`config.mk`:
```
export PLATFORM = sky130hd
export DESIGN_NAME = mm1_dmem_if_flat
export DESIGN_NICKNAME = d
export VERILOG_FILES = /design/src/rtl/mm1_dmem_if_pkg.sv /design/src/rtl/mm1_dmem_if_if.sv /design/src/rtl/mm1_ld_align.sv /design/src/rtl/mm1_dmem_if.sv /design/src/flat_wrapper.sv
export SDC_FILE = /design/constraint.sdc
export NUM_CORES = 1
export LEC_CHECK = 0
export ABC_CLOCK_PERIOD_IN_PS = 1760
export BUFFER_PORTS_ARGS = -buffer_cell sky130_fd_sc_hd__buf_2
export CAP_MARGIN = 20
export CELL_PAD_IN_SITES_DETAIL_PLACEMENT = 1
export CELL_PAD_IN_SITES_GLOBAL_PLACEMENT = 2
export CORE_MARGIN = 2
export CORE_UTILIZATION = 22
export CTS_CLUSTER_DIAMETER = 30
export DETAILED_ROUTE_END_ITERATION = 6
export PLACE_DENSITY = 0.9
export SYNTH_ARGS = -nofsm -noshare
export SYNTH_HDL_FRONTEND = slang
export SYNTH_HIERARCHICAL = 1
export SYNTH_SLANG_ARGS = --single-unit
```
`constraint.sdc`:
```
create_clock -name clk -period 1.76 [get_ports clk]
set_clock_uncertainty 0.1 [all_clocks]
set_input_delay 0.176 -clock clk [delete_from_list [all_inputs] [get_ports clk]]
set_output_delay 0.176 -clock clk [all_outputs]
set_load 0.02 [all_outputs]
```
`src/rtl/mm1_dmem_if_pkg.sv`:
```
// mm1_dmem_if_pkg
//   Shared definitions for the MM1 data-memory front end:
//   - access-size encodings carried on mm1_access_sz / data_size
//   - FSM state encoding of the single-outstanding bus sequencer
//   - alignment helper used to decide whether an access may be issued
package mm1_dmem_if_pkg;

  localparam logic [1:0] SZ_B = 2'd0;
  localparam logic [1:0] SZ_H = 2'd1;
  localparam logic [1:0] SZ_W = 2'd2;  // 2'd3 is reserved and behaves as a word

  typedef enum logic [1:0] {
    ST_IDLE   = 2'd0,  // may issue the held MM1 access
    ST_WAIT   = 2'd1,  // request accepted, waiting for data_ok
    ST_DONE   = 2'd2,  // access complete, waiting for MM2 to take it
    ST_CANCEL = 2'd3   // owner was flushed, draining its response
  } state_t;

  // Half needs addr[0]=0, word (and reserved size) needs addr[1:0]=0.
  function automatic logic is_misaligned(input logic [1:0] sz, input logic [1:0] addr_lo);
    case (sz)
      SZ_B:    return 1'b0;
      SZ_H:    return addr_lo[0];
      default: return addr_lo != 2'b00;
    endcase
  endfunction

endpackage

```
`src/rtl/mm1_dmem_if_if.sv`:
```
// mm1_dmem_if_if
//   SRAM-like data bus between the MM1 front end and data memory.
//   Request phase : data_req / data_wr / data_size / data_addr / data_wstrb / data_wdata,
//                   accepted by data_addr_ok.
//   Response phase: data_data_ok with data_rdata (loads) or write completion (stores).
//   modport master: the front end (drives the request).
//   modport slave : the memory (drives addr_ok, data_ok, rdata).
interface mm1_dmem_if_if;
  logic        data_req;
  logic        data_wr;
  logic [1:0]  data_size;
  logic [31:0] data_addr;
  logic [3:0]  data_wstrb;
  logic [31:0] data_wdata;
  logic        data_addr_ok;
  logic        data_data_ok;
  logic [31:0] data_rdata;

  modport master (
    output data_req, data_wr, data_size, data_addr, data_wstrb, data_wdata,
    input  data_addr_ok, data_data_ok, data_rdata
  );

  modport slave (
    input  data_req, data_wr, data_size, data_addr, data_wstrb, data_wdata,
    output data_addr_ok, data_data_ok, data_rdata
  );
endinterface

```
`src/rtl/mm1_ld_align.sv`:
```
// mm1_ld_align
//   Purely combinational byte-lane logic for the MM1 data access.
//   Inputs : access_sz, addr_lo (addr[1:0]), is_store, ld_unsigned, wdata (LSB-aligned),
//            rdata (raw bus word)
//   Outputs: wstrb (byte strobes, zero for loads), wdata_rep (store data replicated
//            across lanes), ld_result (selected, zero/sign-extended load value)
module mm1_ld_align
  import mm1_dmem_if_pkg::*;
(
  input  logic [1:0]  access_sz,
  input  logic [1:0]  addr_lo,
  input  logic        is_store,
  input  logic        ld_unsigned,
  input  logic [31:0] wdata,
  input  logic [31:0] rdata,
  output logic [3:0]  wstrb,
  output logic [31:0] wdata_rep,
  output logic [31:0] ld_result
);

  // Only the low 16 bits of the lane-shifted word are ever needed.
  logic [15:0] sh;

  always_comb begin
    wstrb     = 4'b0000;
    wdata_rep = wdata;
    ld_result = rdata;
    sh        = 16'(rdata >> {addr_lo, 3'b000});

    case (access_sz)
      SZ_B: begin
        if (is_store) wstrb = 4'b0001 << addr_lo;
        wdata_rep = {4{wdata[7:0]}};
        ld_result = {{24{~ld_unsigned & sh[7]}}, sh[7:0]};
      end
      SZ_H: begin
        if (is_store) wstrb = 4'b0011 << {addr_lo[1], 1'b0};
        wdata_rep = {2{wdata[15:0]}};
        ld_result = {{16{~ld_unsigned & sh[15]}}, sh[15:0]};
      end
      default: begin
        if (is_store) wstrb = 4'b1111;
      end
    endcase
  end

endmodule

```
`src/rtl/mm1_dmem_if.sv`:
```
// mm1_dmem_if
//   MM1-stage data-memory front end. Turns the access held in the EX/MM1 register
//   into one transaction on the SRAM-like bus, stalls EX/MM1 until it completes,
//   registers the aligned load result for MM2, and drains responses whose owning
//   instruction was flushed.
//   Ports:
//     clk, rst            clock, asynchronous active-high reset
//     mm1_*               held MM1 access (valid, re, we, size, addr, wdata, unsigned, excp)
//     flush               pipeline flush (same as the EX/MM1 register's flush)
//     mm2_ready           MM1/MM2 register accepts this cycle
//     dbus                data bus, master side
//     mm1_stall           hold EX/MM1 and upstream
//     ld_valid, ld_data   registered load result for the MM1/MM2 register
module mm1_dmem_if
  import mm1_dmem_if_pkg::*;
#(
  parameter bit ALE_SUPPRESS = 1'b1
) (
  input  logic                  clk,
  input  logic                  rst,
  input  logic                  mm1_valid,
  input  logic                  mm1_re,
  input  logic                  mm1_we,
  input  logic [1:0]            mm1_access_sz,
  input  logic [31:0]           mm1_addr,
  input  logic [31:0]           mm1_wdata,
  input  logic                  mm1_ld_unsigned,
  input  logic                  mm1_excp,
  input  logic                  flush,
  input  logic                  mm2_ready,
  mm1_dmem_if_if.master         dbus,
  output logic                  mm1_stall,
  output logic                  ld_valid,
  output logic [31:0]           ld_data
);

  state_t      state_reg, state_next;
  logic        ld_valid_reg, ld_valid_next;
  logic [31:0] ld_data_reg, ld_data_next;

  logic        mem_op;
  logic        misaligned;
  logic        access_en;
  logic        req;
  logic        stall;
  logic [3:0]  wstrb;
  logic [31:0] wdata_rep;
  logic [31:0] ld_result;

  assign mem_op     = mm1_valid & (mm1_re | mm1_we);
  assign misaligned = is_misaligned(mm1_access_sz, mm1_addr[1:0]);
  assign access_en  = mem_op & ~mm1_excp & ~flush & ~(ALE_SUPPRESS & misaligned);

  mm1_ld_align u_align (
    .access_sz   (mm1_access_sz),
    .addr_lo     (mm1_addr[1:0]),
    .is_store    (mm1_we),
    .ld_unsigned (mm1_ld_unsigned),
    .wdata       (mm1_wdata),
    .rdata       (dbus.data_rdata),
    .wstrb       (wstrb),
    .wdata_rep   (wdata_rep),
    .ld_result   (ld_result)
  );

  // Request fields come straight from the held MM1 access; the stall keeps
  // them stable until addr_ok.
  assign dbus.data_req    = req;
  assign dbus.data_wr     = mm1_we;
  assign dbus.data_size   = mm1_access_sz;
  assign dbus.data_addr   = mm1_addr;
  assign dbus.data_wstrb  = wstrb;
  assign dbus.data_wdata  = wdata_rep;

  assign mm1_stall = stall;
  assign ld_valid  = ld_valid_reg;
  assign ld_data   = ld_data_reg;

  always_ff @(posedge clk or posedge rst) begin
    if (rst) begin
      state_reg    <= ST_IDLE;
      ld_valid_reg <= 1'b0;
      ld_data_reg  <= 32'h0;
    end else begin
      state_reg    <= state_next;
      ld_valid_reg <= ld_valid_next;
      ld_data_reg  <= ld_data_next;
    end
  end

  always_comb begin
    state_next    = state_reg;
    ld_valid_next = ld_valid_reg;
    ld_data_next  = ld_data_reg;
    req           = 1'b0;
    stall         = 1'b0;

    case (state_reg)
      ST_IDLE: begin
        req   = access_en;
        stall = access_en;
        if (access_en & dbus.data_addr_ok) state_next = ST_WAIT;
      end

      ST_WAIT: begin
        stall = 1'b1;
        if (dbus.data_data_ok) begin
          if (flush) begin
            // Response belongs to the instruction being flushed: drop it.
            state_next = ST_IDLE;
          end else begin
            if (!mm1_we) begin
              ld_data_next  = ld_result;
              ld_valid_next = 1'b1;
            end
            state_next = ST_DONE;
          end
        end else if (flush) begin
          state_next = ST_CANCEL;
        end
      end

      ST_DONE: begin
        stall = ~mm2_ready;
        if (mm2_ready | flush) begin
          ld_valid_next = 1'b0;
          state_next    = ST_IDLE;
        end
      end

      ST_CANCEL: begin
        // A fresh access may already be held; it waits here without issuing
        // because the bus still owes the flushed instruction a response.
        stall = mem_op;
        if (dbus.data_data_ok) state_next = ST_IDLE;
      end

      default: begin
        state_next = ST_IDLE;
      end
    endcase
  end

endmodule

```
`src/flat_wrapper.sv`:
```
// flat-port wrapper written by rule: the top's interface ports become plain ports
module mm1_dmem_if_flat import mm1_dmem_if_pkg::*;
#(
  parameter bit ALE_SUPPRESS = 1'b1
)
  (clk, rst, mm1_valid, mm1_re, mm1_we, mm1_access_sz, mm1_addr, mm1_wdata, mm1_ld_unsigned, mm1_excp, flush, mm2_ready, mm1_stall, ld_valid, ld_data, dbus_data_req, dbus_data_wr, dbus_data_size, dbus_data_addr, dbus_data_wstrb, dbus_data_wdata, dbus_data_addr_ok, dbus_data_data_ok, dbus_data_rdata);
  mm1_dmem_if_if dbus_i ();
  input  logic clk;
  input  logic rst;
  input  logic mm1_valid;
  input  logic mm1_re;
  input  logic mm1_we;
  input  logic [1:0] mm1_access_sz;
  input  logic [31:0] mm1_addr;
  input  logic [31:0] mm1_wdata;
  input  logic mm1_ld_unsigned;
  input  logic mm1_excp;
  input  logic flush;
  input  logic mm2_ready;
  output logic mm1_stall;
  output logic ld_valid;
  output logic [31:0] ld_data;
  output wire logic [$bits(dbus_i.data_req)-1:0] dbus_data_req;
  output wire logic [$bits(dbus_i.data_wr)-1:0] dbus_data_wr;
  output wire logic [$bits(dbus_i.data_size)-1:0] dbus_data_size;
  output wire logic [$bits(dbus_i.data_addr)-1:0] dbus_data_addr;
  output wire logic [$bits(dbus_i.data_wstrb)-1:0] dbus_data_wstrb;
  output wire logic [$bits(dbus_i.data_wdata)-1:0] dbus_data_wdata;
  input wire logic [$bits(dbus_i.data_addr_ok)-1:0] dbus_data_addr_ok;
  input wire logic [$bits(dbus_i.data_data_ok)-1:0] dbus_data_data_ok;
  input wire logic [$bits(dbus_i.data_rdata)-1:0] dbus_data_rdata;
  assign dbus_data_req = dbus_i.data_req;
  assign dbus_data_wr = dbus_i.data_wr;
  assign dbus_data_size = dbus_i.data_size;
  assign dbus_data_addr = dbus_i.data_addr;
  assign dbus_data_wstrb = dbus_i.data_wstrb;
  assign dbus_data_wdata = dbus_i.data_wdata;
  assign dbus_i.data_addr_ok = dbus_data_addr_ok;
  assign dbus_i.data_data_ok = dbus_data_data_ok;
  assign dbus_i.data_rdata = dbus_data_rdata;
  mm1_dmem_if #(.ALE_SUPPRESS(ALE_SUPPRESS)) u_core (.clk(clk), .rst(rst), .mm1_valid(mm1_valid), .mm1_re(mm1_re), .mm1_we(mm1_we), .mm1_access_sz(mm1_access_sz), .mm1_addr(mm1_addr), .mm1_wdata(mm1_wdata), .mm1_ld_unsigned(mm1_ld_unsigned), .mm1_excp(mm1_excp), .flush(flush), .mm2_ready(mm2_ready), .dbus(dbus_i), .mm1_stall(mm1_stall), .ld_valid(ld_valid), .ld_data(ld_data));
endmodule
```
==> run_results.csv, run 1 <==
group,metric,value,unit
yosys,yosysWarnings,6,
sta,finalWorstSetupSlack,0.109,ns
floorplanning,row_count,42,
routing,drc,0,
power_and_ir_drop,p_sw_share,32.4,%
global_route,grt_max_degree,39,
outcome,status,"complete, no violations",
sta,worstMarginPinSlew,0.591,ns
routing,drt_iter0_drc,89,
placement,io_buffer_count,154,
cells_and_area,largest_reg_flops,32,
global_route,grt_usage,14.2,%
worst_setup_path,crit_fanout,6,
routing,wirelength,10700,um
power_and_ir_drop,leakagePower,2.19,nW
cells_and_area,nNetsFinal,530,
hold_path,worstHoldStart,"dbus_data_addr_ok",
global_route,grt_pass1_wl,16200,um
hold_path,holdPathStages,3,
power_and_ir_drop,seq_power_share,32.9,%
sta,setup_tns,0,ns
routing,wl_per_cell,17.9,um
worst_setup_path,reg2reg_depth,4,
cells_and_area,syn2layout_area_growth,30.6,%
sta,max_freq,606,MHz
clock_network,cts_tree,"built",
hold_path,hold_path.class,"input pin to flip-flop",
routing,wl_met2,5200,um
worst_setup_path,required,1.48,ns
yosys,synth_nets,408,
clock_network,clkLatencyLatePin,0.27,ns
placement,pre_cts_ws,-0.0802,ns
placement,place_hpwl,8390,um
power_and_ir_drop,p_switching,937,uW
run,maxCapViolCount,0,
clock_network,cts.sinks,35,
global_route,first_global_vias,2920,
floorplanning,ioPinCount,215,
cells_and_area,mostFrequentLayoutCell,"buf_2",
yosys,synth_seq_cells,35,
floorplanning,die_area,14700,um^2
routing,drt_pass1_iterations,4,
worst_setup_path,criticalPathCategory,"flip-flop to output pin",
clock_network,clk_pin_slew,0.05,ns
yosys,synth_area,3020,um^2
power_and_ir_drop,pwr-share-comb,35.3,%
floorplanning,core,13300,um^2
yosys,synth_area_per_cell,10.1,um^2
power_and_ir_drop,clkPwrFrac,31.8,%
sta,hold_violations,0,
floorplanning,fp.dieH,121,um
global_route,grt-ovfl-total,0,
power_and_ir_drop,internal_power,1.96,mW
global_route,antenna_found_initial,1,
sta,timing.final.crit_period,1.65,ns
placement,routabilityCongestion,0.809,
routing,viasPerCell,4.55,
sta,slew_viol_final,0,
sta,timing.hold.ws,0.0725,ns
clock_network,clock_path_buffers,2,
routing,ant_nets,0,
floorplanning,start_util,22.6,%
yosys,synthesis.instances,299,
routing,dr.max_layer_used,"met4",
sta,relSlewSlack,60.5,%
cells_and_area,layout_common_cells,"buf_2 (154), dfrtp_1 (35), mux2_4 (29)",
cells_and_area,drive_gt1_share,60.9,%
routing,wl_met1,4770,um
worst_setup_path,reg2reg_to,"u_core/ld_data[5]",
hold_path,hold_end,"u_core/state_reg[0]",
yosys,ys_types,38,
power_and_ir_drop,peakVddDrop,0.353,mV
power_and_ir_drop,power_density,733,nW/um^2
worst_setup_path,r2r_start,"u_core/state_reg[1]",
routing,wl_met3,633,um
cells_and_area,final_area,3950,um^2
yosys,ys_seq_area_share,29.0,%
sta,setup_viol,0,
clock_network,clock_tree.root_cell,"clkbuf_16",
floorplanning,die_w,121,um
sta,rsz0062_at_grt,"false",
sta,period_share,93.8,%
routing,routed-via-count,2728,
worst_setup_path,r2r_slack,0.22,ns
clock_network,cts_inserted_buffers,5,
worst_setup_path,crit_path_end_kind,"output pin",
cells_and_area,fillCellCount,1601,
worst_setup_path,worstPathArrival,1.38,ns
clock_network,htreeDepth,2,
placement,placed_area,3770,um^2
worst_setup_path,critPathLaunchType,"flip-flop",
[cell usage after synthesis, drive strengths merged]
master | number | area, um^2
buf | 56 | 418
mux2 | 56 | 739
dfrtp | 35 | 876
nand2 | 22 | 82.6
o21ai | 18 | 90.1
a21o | 16 | 134
nor2b | 12 | 75.1
mux2i | 11 | 114
a21oi | 10 | 50.1
nand2b | 10 | 62.6
nor2 | 9 | 36.3
a222oi | 7 | 70.1
clkbuf | 7 | 26.3
a22oi | 6 | 45.0
inv | 3 | 11.3
nor3 | 3 | 20.0
o21a | 3 | 22.5
a311o | 2 | 20.0
o31ai | 2 | 15.0
a221oi | 1 | 26.3
a22o | 1 | 8.76
a31oi | 1 | 6.26
clkinv | 1 | 3.75
nand4 | 1 | 6.26
nand4b | 1 | 23.8
nor4 | 1 | 6.26
o21bai | 1 | 11.3
o22ai | 1 | 6.26
or2b | 1 | 7.51
xor2 | 1 | 8.76
[worst max-delay path: stages (launching register included)]
cell	delay (ns)
dfrtp_1	0.42
nor3_1	0.22
nand4_1	0.17
nor2_1	0.12
buf_2	0.17
[routing by layer]
layer | vias up | GRT usage (%)
met5 | - | 0
met4 | 0 | 3.30
met3 | 18 | 3.38
met2 | 92 | 24.0
met1 | 1348 | 18.2
li1 | 1270 | -
[final cells by class]
type,count,area (um^2),area share (%)
multi-input cells,197,1690,42.7
repair buffers,178,991,25.1
flip-flops and latches,35,876,22.2
well taps,176,220,5.58
clock buffers,8,156,3.96
inverters,4,15.0,0.380
diodes,1,2.50,0.0634
[kinds of logic after synthesis]
kind of cell	Yosys count	share of synthesized area, %
compound gates	69	16.7
xor+xnor	1	0.290
buf+inv	67	15.2
flops	35	29.0
mux	67	28.2
simple gates	60	10.6
[repair_timing]
item / 4_1_cts / 5_1_grt
hold endpoints to repair: 35 / 0
hold buffers: 1 / 0
gates resized for setup: 0 / 0
setup endpoints to repair: 0 / 2
setup buffers: 0 / 1
[power by group through the flow]
stage,combinational [mW],clock [mW],sequential (mW)
finish,1.02,0.919,0.954
global route,1.09,0.983,0.967
detailed placement,1.02,0,0.967
global placement,0.996,0,0.965
CTS,1.03,0.948,0.956
floorplan,0.618,0,1.07
[worst max path at each step]
stage / startpoint / endpoint / slack (ns) / cells after the start
2_1_floorplan: mm1_addr[1] / u_core/ld_data[15] / 0.02 / 6
3_3_place_gp: mm1_addr[1] / u_core/ld_data[15] / 0.01 / 6
3_5_place_dp: mm1_addr[1] / u_core/ld_data[15] / -0.08 / 6
4_1_cts: u_core/state_reg[1] / dbus_data_req / 0.07 / 4
5_1_grt: u_core/state_reg[1] / dbus_data_req / 0.01 / 4
6_report: u_core/state_reg[1] / dbus_data_req / 0.11 / 4
[metrics by stage]
stage | utilization, % | std cells | power (mW)
final | 29.6 | 599 | 2.89
after global routing | 29.6 | 598 | 3.04
after CTS | 29.5 | 597 | 2.93
after detailed placement | 28.3 | 588 | 1.99
after global placement | 28.3 | 588 | 1.96
after floorplan | - | 299 | 1.69
(Power assumes the default switching activity.)
==> run 2, diff against run 1 <==
--- a/config.mk
+++ b/config.mk
@@ -10,6 +10,7 @@
 export CAP_MARGIN = 20
 export CELL_PAD_IN_SITES_DETAIL_PLACEMENT = 1
 export CELL_PAD_IN_SITES_GLOBAL_PLACEMENT = 2
+export CORE_ASPECT_RATIO = 0.6
 export CORE_MARGIN = 2
 export CORE_UTILIZATION = 22
 export CTS_CLUSTER_DIAMETER = 30
==> run_results.csv, run 2 (synthesized netlist as in run 1, its figures left out) <==
group,metric,value,unit
cells_and_area,layout_common_cells,"buf_2 (154), dfrtp_1 (34), mux2_4 (29)",
hold_path,holdPathStages,3,
placement,placed_area,3800,um^2
sta,max_freq,590,MHz
clock_network,clock_path_buffers,2,
worst_setup_path,criticalPathCategory,"flip-flop to output pin",
cells_and_area,nNetsFinal,534,
cells_and_area,final_core_util,29.3,%
routing,viasPerCell,4.58,
global_route,grt-ovfl-total,0,
routing,drc,0,
global_route,first_global_vias,2875,
sta,setup_tns,0,ns
power_and_ir_drop,power_density,744,nW/um^2
cells_and_area,layoutNonFillerInstCount,601,
floorplanning,start_util,22.3,%
worst_setup_path,critPathLaunchType,"flip-flop",
run,maxCapViolCount,0,
floorplanning,die_area,14700,um^2
cells_and_area,fillCellCount,1613,
cells_and_area,n_antenna_cell,0,
clock_network,cts_tree,"built",
routing,drt_iter0_drc,138,
cells_and_area,drive_gt1_share,61.7,%
floorplanning,fp.dieH,94.8,um
clock_network,cts.sinks,35,
sta,period_share,96.3,%
outcome,status,"complete, no violations",
routing,routed-via-count,2750,
cells_and_area,largest_reg_flops,32,
worst_setup_path,reg2reg_depth,4,
power_and_ir_drop,leakagePower,2.20,nW
clock_network,clkLatencyLatePin,0.29,ns
routing,wl_per_cell,17.9,um
floorplanning,die_w,155,um
sta,slew_viol_final,0,
cells_and_area,mostFrequentLayoutCell,"buf_2",
worst_setup_path,r2r_slack,0.21,ns
placement,io_buffer_count,154,
placement,dp.cells,592,
clock_network,clk_pin_slew,0.06,ns
sta,setup_viol,0,
clock_network,post-cts-setup-buffer-count,0,
global_route,grt_usage,14.5,%
placement,routabilityCongestion,0.804,
worst_setup_path,crit_path_end_kind,"output pin",
sta,hold_violations,0,
global_route,grt_max_degree,36,
sta,worstMarginPinSlew,0.655,ns
sta,timing.hold.ws,0.0705,ns
routing,ant_nets,0,
cells_and_area,final_area,3970,um^2
routing,drt_pass1_iterations,5,
sta,relSlewSlack,56.3,%
worst_setup_path,crit_fanout,6,
worst_setup_path,worstPathArrival,1.42,ns
clock_network,htreeDepth,2,
routing,wirelength,10800,um
hold_path,hold_path.class,"input pin to flip-flop",
cells_and_area,syn2layout_area_growth,31.3,%
global_route,grt_pass1_wl,16300,um
power_and_ir_drop,power,2.95,mW
power_and_ir_drop,peakVddDrop,0.327,mV
global_route,antenna_found_initial,3,
floorplanning,row_count,33,
clock_network,cts_inserted_buffers,5,
worst_setup_path,required,1.48,ns
floorplanning,ioPinCount,215,
sta,timing.final.crit_period,1.69,ns
sta,finalWorstSetupSlack,0.0651,ns
floorplanning,core,13500,um^2
placement,pre_cts_ws,-0.0918,ns
placement,place_hpwl,8380,um
clock_network,clock_tree.root_cell,"clkbuf_16",
-- run 2: critical path, stage by stage, from the launching register on --
cell,delay [ns]
dfrtp_2,0.45
nor3_1,0.20
nand4_1,0.18
nor2_1,0.13
buf_2,0.18
-- run 2: layer usage --
layer	share of wire [%]	vias to the layer above	GRT usage (%)	routed length, um
met2	44	123	22.3	4710
li1	-	1275	-	-
met4	1.1	2	3.90	114
met5	0.10	-	0	11
met3	7.8	11	4.41	844
met1	47	1339	19.8	5090
-- run 2: worst paths after layout --
path	from	to
setup / recovery	u_core/state_reg[1]	dbus_data_req
hold / removal	dbus_data_addr_ok	u_core/state_reg[0]
setup reg to reg	u_core/state_reg[1]	u_core/ld_data[18]
hold reg to reg	u_core/ld_data[8]	u_core/ld_data[8]
max in group asynchronous	rst	u_core/state_reg[1]
min in group asynchronous	rst	u_core/ld_data[26]
-- run 2: layout make-up --
type                       instances  area [um^2]  share of cell area [%]
multi-input combinational        197         1690                    42.5
sequential                        35          877                    22.1
clock buffer                       7          153                    3.85
clock inverter                     1         7.51                   0.189
inverter                           4         15.0                   0.378
tap                              175          219                    5.52
timing repair buffer             182         1010                    25.4
-- run 2: what timing repair did --
action | in CTS | in global routing
hold buffers | 1 | 0
gates resized for setup | 0 | 1
endpoints found under the hold margin | 35 | 0
setup endpoints to repair | 0 | 1
-- run 2: power by group --
part           switching, mW  internal [mW]
clock                  0.374          0.603
sequential            0.0581          0.896
combinational          0.560          0.461
